--- src/rtl/tnn_popcount_neuron_seq.sv ---
// Sequential ternary neuron: per-beat popcount(pos)-popcount(neg) over N lanes,
// accumulated across BEATS beats, with a thresholded ternary activation.
module tnn_popcount_neuron_seq #(
  parameter int N = 23,
  parameter int BEATS = 4,
  parameter int ACC_W = 8,
  parameter logic [N-1:0] LANE_MASK = {N{1'b1}}
) (
  input  logic             clk,
  input  logic             rst_n,
  input  logic             clear,
  input  logic             in_valid,
  output logic             in_ready,
  input  logic [N-1:0]     in_pos,
  input  logic [N-1:0]     in_neg,
  input  logic [ACC_W-1:0] thresh,
  output logic             out_valid,
  input  logic             out_ready,
  output logic [ACC_W-1:0] out_sum,
  output logic [1:0]       out_act
);

  localparam int D_W   = $clog2(N + 1) + 1;
  localparam int CNT_W = (BEATS > 1) ? $clog2(BEATS) : 1;

  // The accumulator has to hold the largest possible sum of either sign.
  if (N * BEATS > (2 ** (ACC_W - 1)) - 1) begin : g_acc_width_check
    $error("ACC_W too narrow for +-N*BEATS");
  end

  function automatic logic [D_W-1:0] popcount(input logic [N-1:0] v);
    logic [D_W-1:0] c;
    c = '0;
    for (int i = 0; i < N; i++) c = c + D_W'(v[i]);
    return c;
  endfunction

  logic [N-1:0]            lane_p;
  logic [N-1:0]            lane_m;
  logic signed [D_W-1:0]   beat_d;
  logic [CNT_W-1:0]        beat_cnt;
  logic                    is_first;
  logic                    is_last;
  logic                    accept;
  logic                    out_fire;
  logic                    pending;
  logic                    pending_next;

  logic                    s1_valid;
  logic signed [D_W-1:0]   s1_d;
  logic                    s1_first;
  logic                    s1_last;

  logic signed [ACC_W-1:0] acc;
  logic signed [ACC_W-1:0] thr_reg;
  logic signed [ACC_W-1:0] d_ext;
  logic signed [ACC_W-1:0] sum_next;
  logic [1:0]              act_next;

  // A lane carrying both +1 and -1 contributes nothing.
  assign lane_p = in_pos & ~in_neg & LANE_MASK;
  assign lane_m = in_neg & ~in_pos & LANE_MASK;
  assign beat_d = $signed(popcount(lane_p)) - $signed(popcount(lane_m));

  assign is_first = (beat_cnt == '0);
  assign is_last  = (beat_cnt == CNT_W'(BEATS - 1));
  assign accept   = in_valid & in_ready & ~clear;
  assign out_fire = out_valid & out_ready;

  assign d_ext    = ACC_W'(s1_d);
  assign sum_next = (s1_first ? '0 : acc) + d_ext;

  always_comb begin
    act_next = 2'b00;
    if (sum_next > thr_reg)       act_next = 2'b01;
    else if (sum_next < -thr_reg) act_next = 2'b11;
  end

  // A result is pending from acceptance of the final beat until it is consumed.
  always_comb begin
    pending_next = pending;
    if (clear)                  pending_next = 1'b0;
    else if (accept && is_last) pending_next = 1'b1;
    else if (out_fire)          pending_next = 1'b0;
  end

  always_ff @(posedge clk or negedge rst_n) begin
    if (!rst_n) begin
      pending  <= 1'b0;
      in_ready <= 1'b0;
    end else begin
      pending  <= pending_next;
      in_ready <= ~pending_next;
    end
  end

  always_ff @(posedge clk or negedge rst_n) begin
    if (!rst_n) begin
      beat_cnt <= '0;
      s1_valid <= 1'b0;
      s1_d     <= '0;
      s1_first <= 1'b0;
      s1_last  <= 1'b0;
      thr_reg  <= '0;
    end else if (clear) begin
      beat_cnt <= '0;
      s1_valid <= 1'b0;
    end else begin
      s1_valid <= accept;
      if (accept) begin
        s1_d     <= beat_d;
        s1_first <= is_first;
        s1_last  <= is_last;
        beat_cnt <= is_last ? '0 : beat_cnt + 1'b1;
        if (is_first) thr_reg <= thresh;
      end
    end
  end

  always_ff @(posedge clk or negedge rst_n) begin
    if (!rst_n) begin
      acc       <= '0;
      out_valid <= 1'b0;
      out_sum   <= '0;
      out_act   <= 2'b00;
    end else if (clear) begin
      acc       <= '0;
      out_valid <= 1'b0;
    end else begin
      if (out_fire) out_valid <= 1'b0;
      if (s1_valid) begin
        acc <= sum_next;
        if (s1_last) begin
          out_sum   <= sum_next;
          out_act   <= act_next;
          out_valid <= 1'b1;
        end
      end
    end
  end

endmodule

--- config.mk ---
export PLATFORM = sky130hd
export DESIGN_NAME = tnn_popcount_neuron_seq
export DESIGN_NICKNAME = d
export VERILOG_FILES = /design/src/rtl/tnn_popcount_neuron_seq.sv
export SDC_FILE = /design/constraint.sdc
export NUM_CORES = 1
export LEC_CHECK = 0
export BUFFER_PORTS_ARGS = -buffer_cell sky130_fd_sc_hd__buf_4
export CAP_MARGIN = 20
export CORE_UTILIZATION = 40
export CTS_CLUSTER_DIAMETER = 30
export DETAILED_ROUTE_END_ITERATION = 8
export GPL_TIMING_DRIVEN = 1
export PLACE_DENSITY = 0.58
export SYNTH_ARGS = -nofsm -noshare
export SYNTH_HDL_FRONTEND = slang
export SYNTH_SLANG_ARGS = --single-unit
--- constraint.sdc ---
create_clock -name clk -period 5.7 [get_ports clk]
set_input_delay 0 -clock clk [delete_from_list [all_inputs] [get_ports clk]]
set_output_delay 0 -clock clk [all_outputs]
set_load 0.05 [all_outputs]
==> flow_metrics.env, run 1 <==
export IMPL_reg2regPathDepth=15
export IMPL_dp_cells=592
export IMPL_cap_violations=0
export IMPL_num_nets_final=613
export IMPL_clock_path_buffers=2
export IMPL_route_detailed_wl_per_inst_um=12.4
export IMPL_rows=35
export IMPL_io_pins=71
export IMPL_drive_gt1_share_pct=20.2
export IMPL_critical_path_class="primary input to flip-flop"
export IMPL_worst_slew_margin_pct=57.0
export IMPL_crit_path_frequent_cell="sky130_fd_sc_hd__fa_1"
export IMPL_areaGrowthSynthToFinish_pct=22.5
export IMPL_global_route_overflow_total=0
export IMPL_top_library_cells_by_usage_in_the_layout_fill_and_taps_aside="70 x sky130_fd_sc_hd__buf_4, 68 x sky130_fd_sc_hd__inv_1, 40 x sky130_fd_sc_hd__dfrtp_1"
export IMPL_cts_sink_count=40
export IMPL_pwr_dens_nw_per_um2=490
export IMPL_timing_final_crit_share_pct=93.0
export IMPL_grt_pass1_vias=2914
export IMPL_dr_total_vias=2818
export IMPL_hold_viol=1
export IMPL_critical_path_max_stage_delay_ps=540
export IMPL_syn_num_nets=530
export IMPL_cp_slowest_cell="sky130_fd_sc_hd__fa_1"
export IMPL_buffer_ports_inserted=70
export IMPL_final_setup_viol_count=0
export IMPL_yosysSeqAreaShare_pct=26.2
export IMPL_num_antenna_cells=0
export IMPL_achievable_frequency_mhz=189
export IMPL_arrival_ps=5510
export IMPL_clkLatencyLatePin_ps=290
export IMPL_cts_clk_slew_worst_paths_ps=80
export IMPL_detailed_place_hpwl_um=6350
export IMPL_grt_util_all_layers_pct=16.3
export IMPL_layout_cells_most_common="sky130_fd_sc_hd__buf_4"
export IMPL_crit_reg2reg_capture="out_act[0]"
export IMPL_root_buffer="sky130_fd_sc_hd__clkbuf_8"
export IMPL_total_area_of_multi_input_combinational_cells_sq_um=2540
export IMPL_clock_tree_from_tritoncts="yes"
export IMPL_post_cts_repair_setup_buffers=0
export IMPL_detail_route_vias_per_cell=4.62
export IMPL_floorplan_die_height_um=99.7
export IMPL_holdCritPathClass="primary input to flip-flop"
export IMPL_synth_top_cell_by_area="sky130_fd_sc_hd__dfrtp_1"
export IMPL_finish_cell_count_without_fillers=610
export IMPL_worst_voltage_drop_across_the_vdd_grid_v=0.000357
export IMPL_detail_route_iter0_violations=101
export IMPL_drt_total_wl_um=7580
export IMPL_drt_pass1_iter_count=4
export IMPL_netlist_top_cells_area="sky130_fd_sc_hd__dfrtp_1 26%, sky130_fd_sc_hd__fa_1 20%, sky130_fd_sc_hd__ha_1 11%, sky130_fd_sc_hd__inv_1 6.7%, sky130_fd_sc_hd__nand2b_1 5.7%"
export IMPL_grt_first_pass_wirelength_um=12700
export IMPL_holdCritStartpoint="clear"
export IMPL_worst_r2r_start="s1_first"
export IMPL_timing_setup_tns_ps=0
export IMPL_setup_worst_path_end_class="flip-flop"
export IMPL_post_synth_num_cell_types=44
export IMPL_hold_end="beat_cnt[1]"
export IMPL_post_cts_resized=0
export IMPL_fp_dieW_um=99.7
export IMPL_timing_worst_slew_pin_value_ps=643
export IMPL_yosys_warnings=0
export IMPL_htreeDepth=2
export IMPL_crit_path_max_fanout=2
export IMPL_crit_chain="buf_4 > nand2b_1 > fa_1 > inv_1 > fa_1 > inv_1 > fa_1 > fa_1 > fa_1 > inv_1 > fa_1 > fa_1 > fa_1 > fa_1 > nand2b_1 > a21oi_1 > nor2_1 > xor2_1 > o21ai_0"
export IMPL_maxSlewViolCount=0
export IMPL_design_power_total_w=0.00229
export IMPL_core_region_area_sq_um=9240
export IMPL_gpl_final_weighted_congestion=0.855
export IMPL_grt_setup_unrepaired="no"
export IMPL_initial_utilization_pct=41.3
export IMPL_fillCellCount=865
export IMPL_avg_cell_area_syn_sq_um=9.59
export IMPL_violations="hold timing"
export IMPL_fp_dieArea_sq_um=9940
export IMPL_p_leak_nw=2.35
export IMPL_clock_skew_ps=7.85
export IMPL_whs_ps=-1.91
export IMPL_cts_made_buffers=5
export IMPL_drc=0
export IMPL_cp_startpoint_kind="primary input"
export IMPL_setup_reg_to_reg_worst_slack_ps=2050
export IMPL_hold_depth=2
export IMPL_layout_area_seq_sq_um=1000
export IMPL_status="complete, but fails checks"
export IMPL_count_of_hold_buffers_inserted_by_post_cts_repair=11
export IMPL_antenna_found_initial=0
export IMPL_post_synth_inst_count=398
export IMPL_detail_route_antenna_nets=0
export IMPL_timing_final_crit_period_ps=5300
export IMPL_ys_ff_latch=40
export IMPL_grt_max_degree=41
export IMPL_post_synth_instance_area_sq_um=3820
export IMPL_netlist_area_leader_share_pct=26.2
export IMPL_cp_data_required_time_ps=5910
worst max-delay path, delay by kind of cell:
| kind | cells | cell delay (ps) |
|---|---|---|
| XOR/XNOR | 1 | 140 |
| AO/OA/AOI/OAI | 2 | 280 |
| adder cells (fa/ha/maj) | 9 | 4440 |
| AND/OR/NAND/NOR | 3 | 380 |
| buffers and inverters | 4 | 260 |
worst max path at each step:
stage          cells past startpoint  slack, ps  endpoint        from
6_report                          19        400   s1_d[4]  in_pos[11]
5_1_grt                           19        110   s1_d[4]  in_pos[11]
4_1_cts                           19        370   s1_d[4]  in_pos[11]
3_5_place_dp                      19         80   s1_d[4]  in_pos[11]
3_3_place_gp                      19        120   s1_d[4]   in_pos[5]
2_1_floorplan                     18        360   s1_d[4]   in_pos[5]
cell type report:
| class | instances | share of cell area (%) |
|---|---|---|
| clock inverters | 2 | 0.268 |
| well taps | 129 | 3.45 |
| clock buffers | 5 | 1.47 |
| multi-input cells | 285 | 54.3 |
| inverters | 68 | 5.46 |
| repair buffers | 81 | 13.6 |
| flip-flops and latches | 40 | 21.4 |
metrics by stage:
step                      setup slack [ps]  hold slack, ps  util (%)  instance area [sq um]
after floorplan                        357            -296         -                   3820
after global placement                 122            18.2      48.5                   4480
after detailed placement              82.7            19.1      48.5                   4480
after CTS                              373            1.04      50.6                   4680
after global routing                   109            13.9      50.6                   4680
final                                  398           -1.91      50.6                   4680
layer usage:
| metal | wire, um | up-vias | global-route usage (%) |
|---|---|---|---|
| li1 | - | 1431 | - |
| met1 | 3360 | 1346 | 20.5 |
| met2 | 3970 | 36 | 29.5 |
| met3 | 185 | 5 | 2.11 |
| met4 | 74 | 0 | 3.73 |
| met5 | 0 | - | 0 |
report_power, final:
part	switching, W	total (W)	internal [W]
clock network	0.0000994	0.000182	0.0000830
registers	0.0000479	0.000392	0.000344
logic	0.000943	0.00172	0.000774
synth_stat cells (all sizes together):
| cell type | n |
|---|---|
| inv | 68 |
| dfrtp | 40 |
| fa | 38 |
| ha | 35 |
| nand2b | 35 |
| nand2 | 31 |
| nor2b | 24 |
| nor2 | 18 |
| o21ai | 15 |
| a21oi | 14 |
| mux2 | 14 |
| xnor2 | 11 |
| mux2i | 7 |
| nand3 | 6 |
| nand3b | 4 |
| nor3 | 4 |
| xor2 | 4 |
| clkbuf | 3 |
| o31ai | 3 |
| and2 | 2 |
| buf | 2 |
| nand4 | 2 |
| nor4bb | 2 |
| a2111oi | 1 |
| a211oi | 1 |
| a21o | 1 |
| a2bb2oi | 1 |
| a311oi | 1 |
| a31oi | 1 |
| and2b | 1 |
| and3 | 1 |
| nor3b | 1 |
| nor4 | 1 |
| o21a | 1 |
| o21bai | 1 |
| o22ai | 1 |
| or2 | 1 |
| or3 | 1 |
| or4 | 1 |
logic make-up (layout without fill, tap and decap cells):
logic type | after synthesis | count (layout) | share of synthesized area (%)
DFF | 40 | 40 | 26.2
adders and majority gates | 73 | 73 | 31.4
and+or+nand+nor | 135 | 135 | 19.1
buffers and inverters | 73 | 156 | 7.21
xor gates and xnor gates | 15 | 15 | 3.64
muxes | 21 | 21 | 5.97
AOI/OAI and AO/OA | 41 | 41 | 6.49
Power figures use the tool's default switching activity.
==> run 2: changes to the inputs <==
==> constraint.sdc (replaced) <==
create_clock -name clk -period 6.6 [get_ports clk]
set_input_delay 0 -clock clk [delete_from_list [all_inputs] [get_ports clk]]
set_output_delay 0 -clock clk [all_outputs]
set_load 0.05 [all_outputs]
==> flow_metrics.env, run 2 (synthesized netlist as in run 1, its figures left out) <==
export IMPL_clkLatencyLatePin_ps=290
export IMPL_gpl_final_weighted_congestion=0.855
export IMPL_pwr_share_clk_pct=7.8
export IMPL_grt_util_all_layers_pct=16.4
export IMPL_grt_first_pass_wirelength_um=12800
export IMPL_maxSlewViolCount=0
export IMPL_sw_share_pct=47.8
export IMPL_initial_utilization_pct=41.3
export IMPL_status="completed"
export IMPL_route_detailed_wl_per_inst_um=12.5
export IMPL_cts_sink_count=40
export IMPL_cts_clk_slew_worst_paths_ps=80
export IMPL_comb_power_share_pct=75.2
export IMPL_detail_route_iter0_violations=80
export IMPL_clock_skew_ps=7.11
export IMPL_total_switching_power_w=0.000953
export IMPL_achievable_frequency_mhz=188
export IMPL_buffer_ports_inserted=70
export IMPL_grt_max_degree=41
export IMPL_cp_data_required_time_ps=6810
export IMPL_htreeDepth=2
export IMPL_dr_total_vias=2814
export IMPL_detail_route_vias_per_cell=4.61
export IMPL_cap_violations=0
export IMPL_crit_path_max_fanout=2
export IMPL_grt_setup_unrepaired="no"
export IMPL_antenna_found_initial=0
export IMPL_drt_total_wl_um=7610
export IMPL_placement_cell_area_sq_um=4480
export IMPL_timing_setup_tns_ps=0
export IMPL_cp_startpoint_kind="primary input"
export IMPL_num_antenna_cells=0
export IMPL_pwr_dens_nw_per_um2=426
export IMPL_seqPwrFrac_pct=17.0
export IMPL_num_nets_final=614
export IMPL_top_library_cells_by_usage_in_the_layout_fill_and_taps_aside="70 x sky130_fd_sc_hd__buf_4, 68 x sky130_fd_sc_hd__inv_1, 40 x sky130_fd_sc_hd__dfrtp_1"
export IMPL_timing_final_crit_share_pct=80.5
export IMPL_worst_slew_margin_pct=57.0
export IMPL_post_cts_repair_setup_buffers=0
export IMPL_drive_gt1_share_pct=20.1
export IMPL_detail_route_antenna_nets=0
export IMPL_critical_path_class="primary input to flip-flop"
export IMPL_cellInternalPower_w=0.00104
export IMPL_fp_dieArea_sq_um=9940
export IMPL_post_route_cell_area_sq_um=4690
export IMPL_timing_final_crit_period_ps=5310
export IMPL_final_setup_viol_count=0
export IMPL_timing_worst_slew_pin_value_ps=643
export IMPL_setup_worst_path_end_class="flip-flop"
export IMPL_clock_tree_from_tritoncts="yes"
export IMPL_floorplan_die_height_um=99.7
export IMPL_p_leak_nw=2.36
export IMPL_holdCritPathClass="primary input to flip-flop"
export IMPL_detailed_place_hpwl_um=6380
export IMPL_worst_voltage_drop_across_the_vdd_grid_v=0.000279
export IMPL_root_buffer="sky130_fd_sc_hd__clkbuf_8"
export IMPL_cts_made_buffers=5
export IMPL_grt_pass1_vias=2937
export IMPL_fp_dieW_um=99.7
export IMPL_drc=0
export IMPL_global_route_overflow_total=0
export IMPL_io_pins=71
export IMPL_final_util_pct=50.7
export IMPL_layout_cells_most_common="sky130_fd_sc_hd__buf_4"
export IMPL_arrival_ps=5520
export IMPL_areaGrowthSynthToFinish_pct=22.7
export IMPL_clock_path_buffers=2
export IMPL_post_cts_resized=0
export IMPL_rows=35
export IMPL_drt_pass1_iter_count=4
export IMPL_hold_viol=0
export IMPL_core_region_area_sq_um=9240
run 2: changes by cell type in the layout (fill, tap and decap cells not counted):
cell,delta
sky130_fd_sc_hd__dlygate4sd3_1,+1
run 2: final timing paths:
path	slack, ps	from	depth (start not counted)	to
setup / recovery	1290	in_pos[5]	19	s1_d[4]
hold / removal	10	clear	2	beat_cnt[0]
setup reg to reg	2980	s1_first	15	out_act[0]
hold reg to reg	480	out_act[1]	2	out_act[1]
max in group asynchronous	6000	rst_n	2	s1_d[5]
min in group asynchronous	220	rst_n	2	out_sum[6]
run 2: power by group through the flow:
stage | combinational, W | clock (W) | sequential (W)
after global placement | 0.00147 | 0 | 0.000344
final | 0.00150 | 0.000156 | 0.000339
after detailed placement | 0.00150 | 0 | 0.000345
after global routing | 0.00175 | 0.000169 | 0.000347
after floorplan | 0.00116 | 0 | 0.000363
after CTS | 0.00154 | 0.000162 | 0.000340
run 2: per-stage QoR:
step | hold WS, ps | setup WS (ps) | cells | power (W)
final | 14.9 | 1290 | 611 | 0.00199
after global routing | 19.8 | 992 | 611 | 0.00226
after CTS | 9.41 | 1240 | 611 | 0.00205
after detailed placement | 19.7 | 973 | 592 | 0.00185
after global placement | 18.2 | 1020 | 592 | 0.00181
after floorplan | -296 | 1260 | 398 | 0.00153
run 2: critical path, stage by stage:
cell                       delay (ps)
sky130_fd_sc_hd__buf_4            110
sky130_fd_sc_hd__nand2b_1         150
sky130_fd_sc_hd__fa_1             530
sky130_fd_sc_hd__inv_1             50
sky130_fd_sc_hd__fa_1             470
sky130_fd_sc_hd__inv_1             50
sky130_fd_sc_hd__fa_1             500
sky130_fd_sc_hd__fa_1             510
sky130_fd_sc_hd__fa_1             540
sky130_fd_sc_hd__inv_1             50
sky130_fd_sc_hd__fa_1             510
sky130_fd_sc_hd__fa_1             520
sky130_fd_sc_hd__fa_1             470
sky130_fd_sc_hd__fa_1             420
sky130_fd_sc_hd__nand2b_1         160
sky130_fd_sc_hd__a21oi_1          140
sky130_fd_sc_hd__nor2_1            60
sky130_fd_sc_hd__xor2_1           140
sky130_fd_sc_hd__o21ai_0          130
run 2: what timing repair did:
action / CTS / global route
endpoints found under the hold margin: 50 / 0
hold buffers: 12 / 0
setup endpoints to repair: 0 / 0
run 2: layout make-up:
cell class | count | area, sq um
fillers | 862 | 4550
multi-input cells | 285 | 2540
flip-flops and latches | 40 | 1000
repair buffers | 82 | 646
inverters | 68 | 255
well taps | 129 | 161
clock buffers | 5 | 68.8
clock inverters | 2 | 12.5
run 2: per-layer routing:
layer / wire length (um) / track usage, %
met5: 0 / 0
met3: 148 / 2.18
met4: 82 / 4.07
met2: 3950 / 29.4
met1: 3430 / 20.7
==> run 3: changes to the inputs <==
==> constraint.sdc (replaced) <==
create_clock -name clk -period 5.4 [get_ports clk]
set_input_delay 0 -clock clk [delete_from_list [all_inputs] [get_ports clk]]
set_output_delay 0 -clock clk [all_outputs]
set_load 0.05 [all_outputs]
==> flow_metrics.env, run 3 (synthesized netlist as in run 1, its figures left out) <==
export IMPL_crit_path_max_fanout=2
export IMPL_top_library_cells_by_usage_in_the_layout_fill_and_taps_aside="75 x sky130_fd_sc_hd__buf_4, 68 x sky130_fd_sc_hd__inv_1, 40 x sky130_fd_sc_hd__dfrtp_1"
export IMPL_areaGrowthSynthToFinish_pct=25.0
export IMPL_clock_skew_ps=7.74
export IMPL_worst_setup_path_startpoint="in_pos[0]"
export IMPL_detailed_place_hpwl_um=6440
export IMPL_worst_r2r_start="s1_first"
export IMPL_grt_pass1_vias=2965
export IMPL_gpl_final_weighted_congestion=0.844
export IMPL_timing_worst_slew_pin_value_ps=625
export IMPL_floorplan_die_height_um=99.7
export IMPL_timing_final_crit_period_ps=5130
export IMPL_worst_voltage_drop_across_the_vdd_grid_v=0.000387
export IMPL_root_buffer="sky130_fd_sc_hd__clkbuf_8"
export IMPL_hold_depth=2
export IMPL_maxSlewViolCount=0
export IMPL_fp_dieArea_sq_um=9940
export IMPL_route_detailed_wl_per_inst_um=12.5
export IMPL_holdCritStartpoint="clear"
export IMPL_cap_violations=0
export IMPL_pwr_dens_nw_per_um2=573
export IMPL_placement_cell_area_sq_um=4510
export IMPL_setup_worst_path_end_class="flip-flop"
export IMPL_grt_max_degree=41
export IMPL_grt_first_pass_wirelength_um=13100
export IMPL_drt_total_wl_um=7740
export IMPL_cp_startpoint_kind="primary input"
export IMPL_antenna_found_initial=0
export IMPL_io_pins=71
export IMPL_final_util_pct=51.6
export IMPL_arrival_ps=5350
export IMPL_htreeDepth=2
export IMPL_fp_dieW_um=99.7
export IMPL_holdCritPathClass="primary input to flip-flop"
export IMPL_critical_path_class="primary input to flip-flop"
export IMPL_final_critical_path_setup_slack_ps=272
export IMPL_grt_setup_unrepaired="yes"
export IMPL_cts_made_buffers=5
export IMPL_clock_tree_from_tritoncts="yes"
export IMPL_num_antenna_cells=0
export IMPL_detail_route_iter0_violations=69
export IMPL_drt_pass1_iter_count=4
export IMPL_grt_util_all_layers_pct=16.6
export IMPL_worst_slew_margin_pct=58.2
export IMPL_drc=0
export IMPL_detail_route_antenna_nets=0
export IMPL_buffer_ports_inserted=70
export IMPL_hold_viol=0
export IMPL_p_leak_nw=2.40
export IMPL_clkLatencyLatePin_ps=290
export IMPL_whs_ps=7.76
export IMPL_cts_clk_slew_worst_paths_ps=90
export IMPL_clock_path_buffers=2
export IMPL_timing_final_crit_share_pct=95.0
export IMPL_cp_data_required_time_ps=5620
export IMPL_global_route_overflow_total=0
export IMPL_num_nets_final=619
export IMPL_core_region_area_sq_um=9240
export IMPL_detail_route_vias_per_cell=4.66
export IMPL_detailedPlace_worstSlack_ps=-253
export IMPL_rows=35
export IMPL_drive_gt1_share_pct=21.7
export IMPL_finish_cell_count_without_fillers=617
export IMPL_cts_sink_count=40
export IMPL_final_setup_viol_count=0
export IMPL_dp_cells=596
export IMPL_achievable_frequency_mhz=195
export IMPL_initial_utilization_pct=41.3
export IMPL_layout_cells_most_common="sky130_fd_sc_hd__buf_4"
export IMPL_post_route_cell_area_sq_um=4770
export IMPL_reg2regPathDepth=15
export IMPL_dr_total_vias=2874
export IMPL_status="completed"
[run 3: cell count changes in the layout (fill, tap and decap cells not counted), sizes merged]
cell / delta
bufinv: +1
buf: +5
clkbuf: +1
clkinvlp: -1
[run 3: what timing repair did]
action	CTS	global route
hold endpoints to repair	50	0
setup endpoints to repair	0	2
resized for setup	0	5
buffers inserted	0	1
hold buffers	12	0
[run 3: worst paths after layout]
check	end	slack, ps
max in group asynchronous	thr_reg[2]	4800
setup reg to reg	out_act[0]	1690
hold reg to reg	out_act[1]	490
setup / recovery	s1_d[4]	270
min in group asynchronous	out_sum[7]	230
hold / removal	acc[2]	8
[run 3: critical path, cell delays in order]
cell                       delay [ps]
sky130_fd_sc_hd__buf_4            110
sky130_fd_sc_hd__nand2b_1         150
sky130_fd_sc_hd__fa_1             530
sky130_fd_sc_hd__inv_1             50
sky130_fd_sc_hd__fa_1             460
sky130_fd_sc_hd__fa_1             510
sky130_fd_sc_hd__inv_1             50
sky130_fd_sc_hd__fa_1             500
sky130_fd_sc_hd__fa_1             540
sky130_fd_sc_hd__inv_1             50
sky130_fd_sc_hd__fa_1             550
sky130_fd_sc_hd__fa_1             440
sky130_fd_sc_hd__fa_2             400
sky130_fd_sc_hd__fa_2             350
sky130_fd_sc_hd__nand2b_1         160
sky130_fd_sc_hd__a21oi_2          140
sky130_fd_sc_hd__nor2_1            60
sky130_fd_sc_hd__xor2_1           150
sky130_fd_sc_hd__o21ai_1          120
[run 3: report_power, final]
group | leakage (nW) | switching [W] | internal [W]
Sequential | 0.517 | 0.0000511 | 0.000364
Combinational | 1.83 | 0.00108 | 0.000979
Clock | 0.0614 | 0.000113 | 0.000151
[run 3: per-stage QoR]
step | power [W] | setup TNS (ps)
global route | 0.00310 | -5.92
detailed placement | 0.00240 | -319
CTS | 0.00272 | 0
floorplan | 0.00187 | 0
global placement | 0.00237 | -160
finish | 0.00274 | 0
[run 3: final cells by class]
cell class / count / area [sq um]
Clock buffer: 6 / 82.6
Clock inverter: 2 / 38.8
Fill cell: 874 / 4470
Inverter: 68 / 255
Multi-Input combinational cell: 285 / 2550
Sequential cell: 40 / 1000
Tap cell: 129 / 161
Timing Repair Buffer: 87 / 683
[run 3: per-layer routing]
| metal | vias up | part of all wire (%) | global-route usage, % |
|---|---|---|---|
| met3 | 12 | 2.6 | 2.81 |
| met1 | 1375 | 44 | 20.6 |
| li1 | 1446 | - | - |
| met4 | 0 | 1.5 | 4.75 |
| met2 | 41 | 52 | 29.4 |
| met5 | - | 0 | 0 |
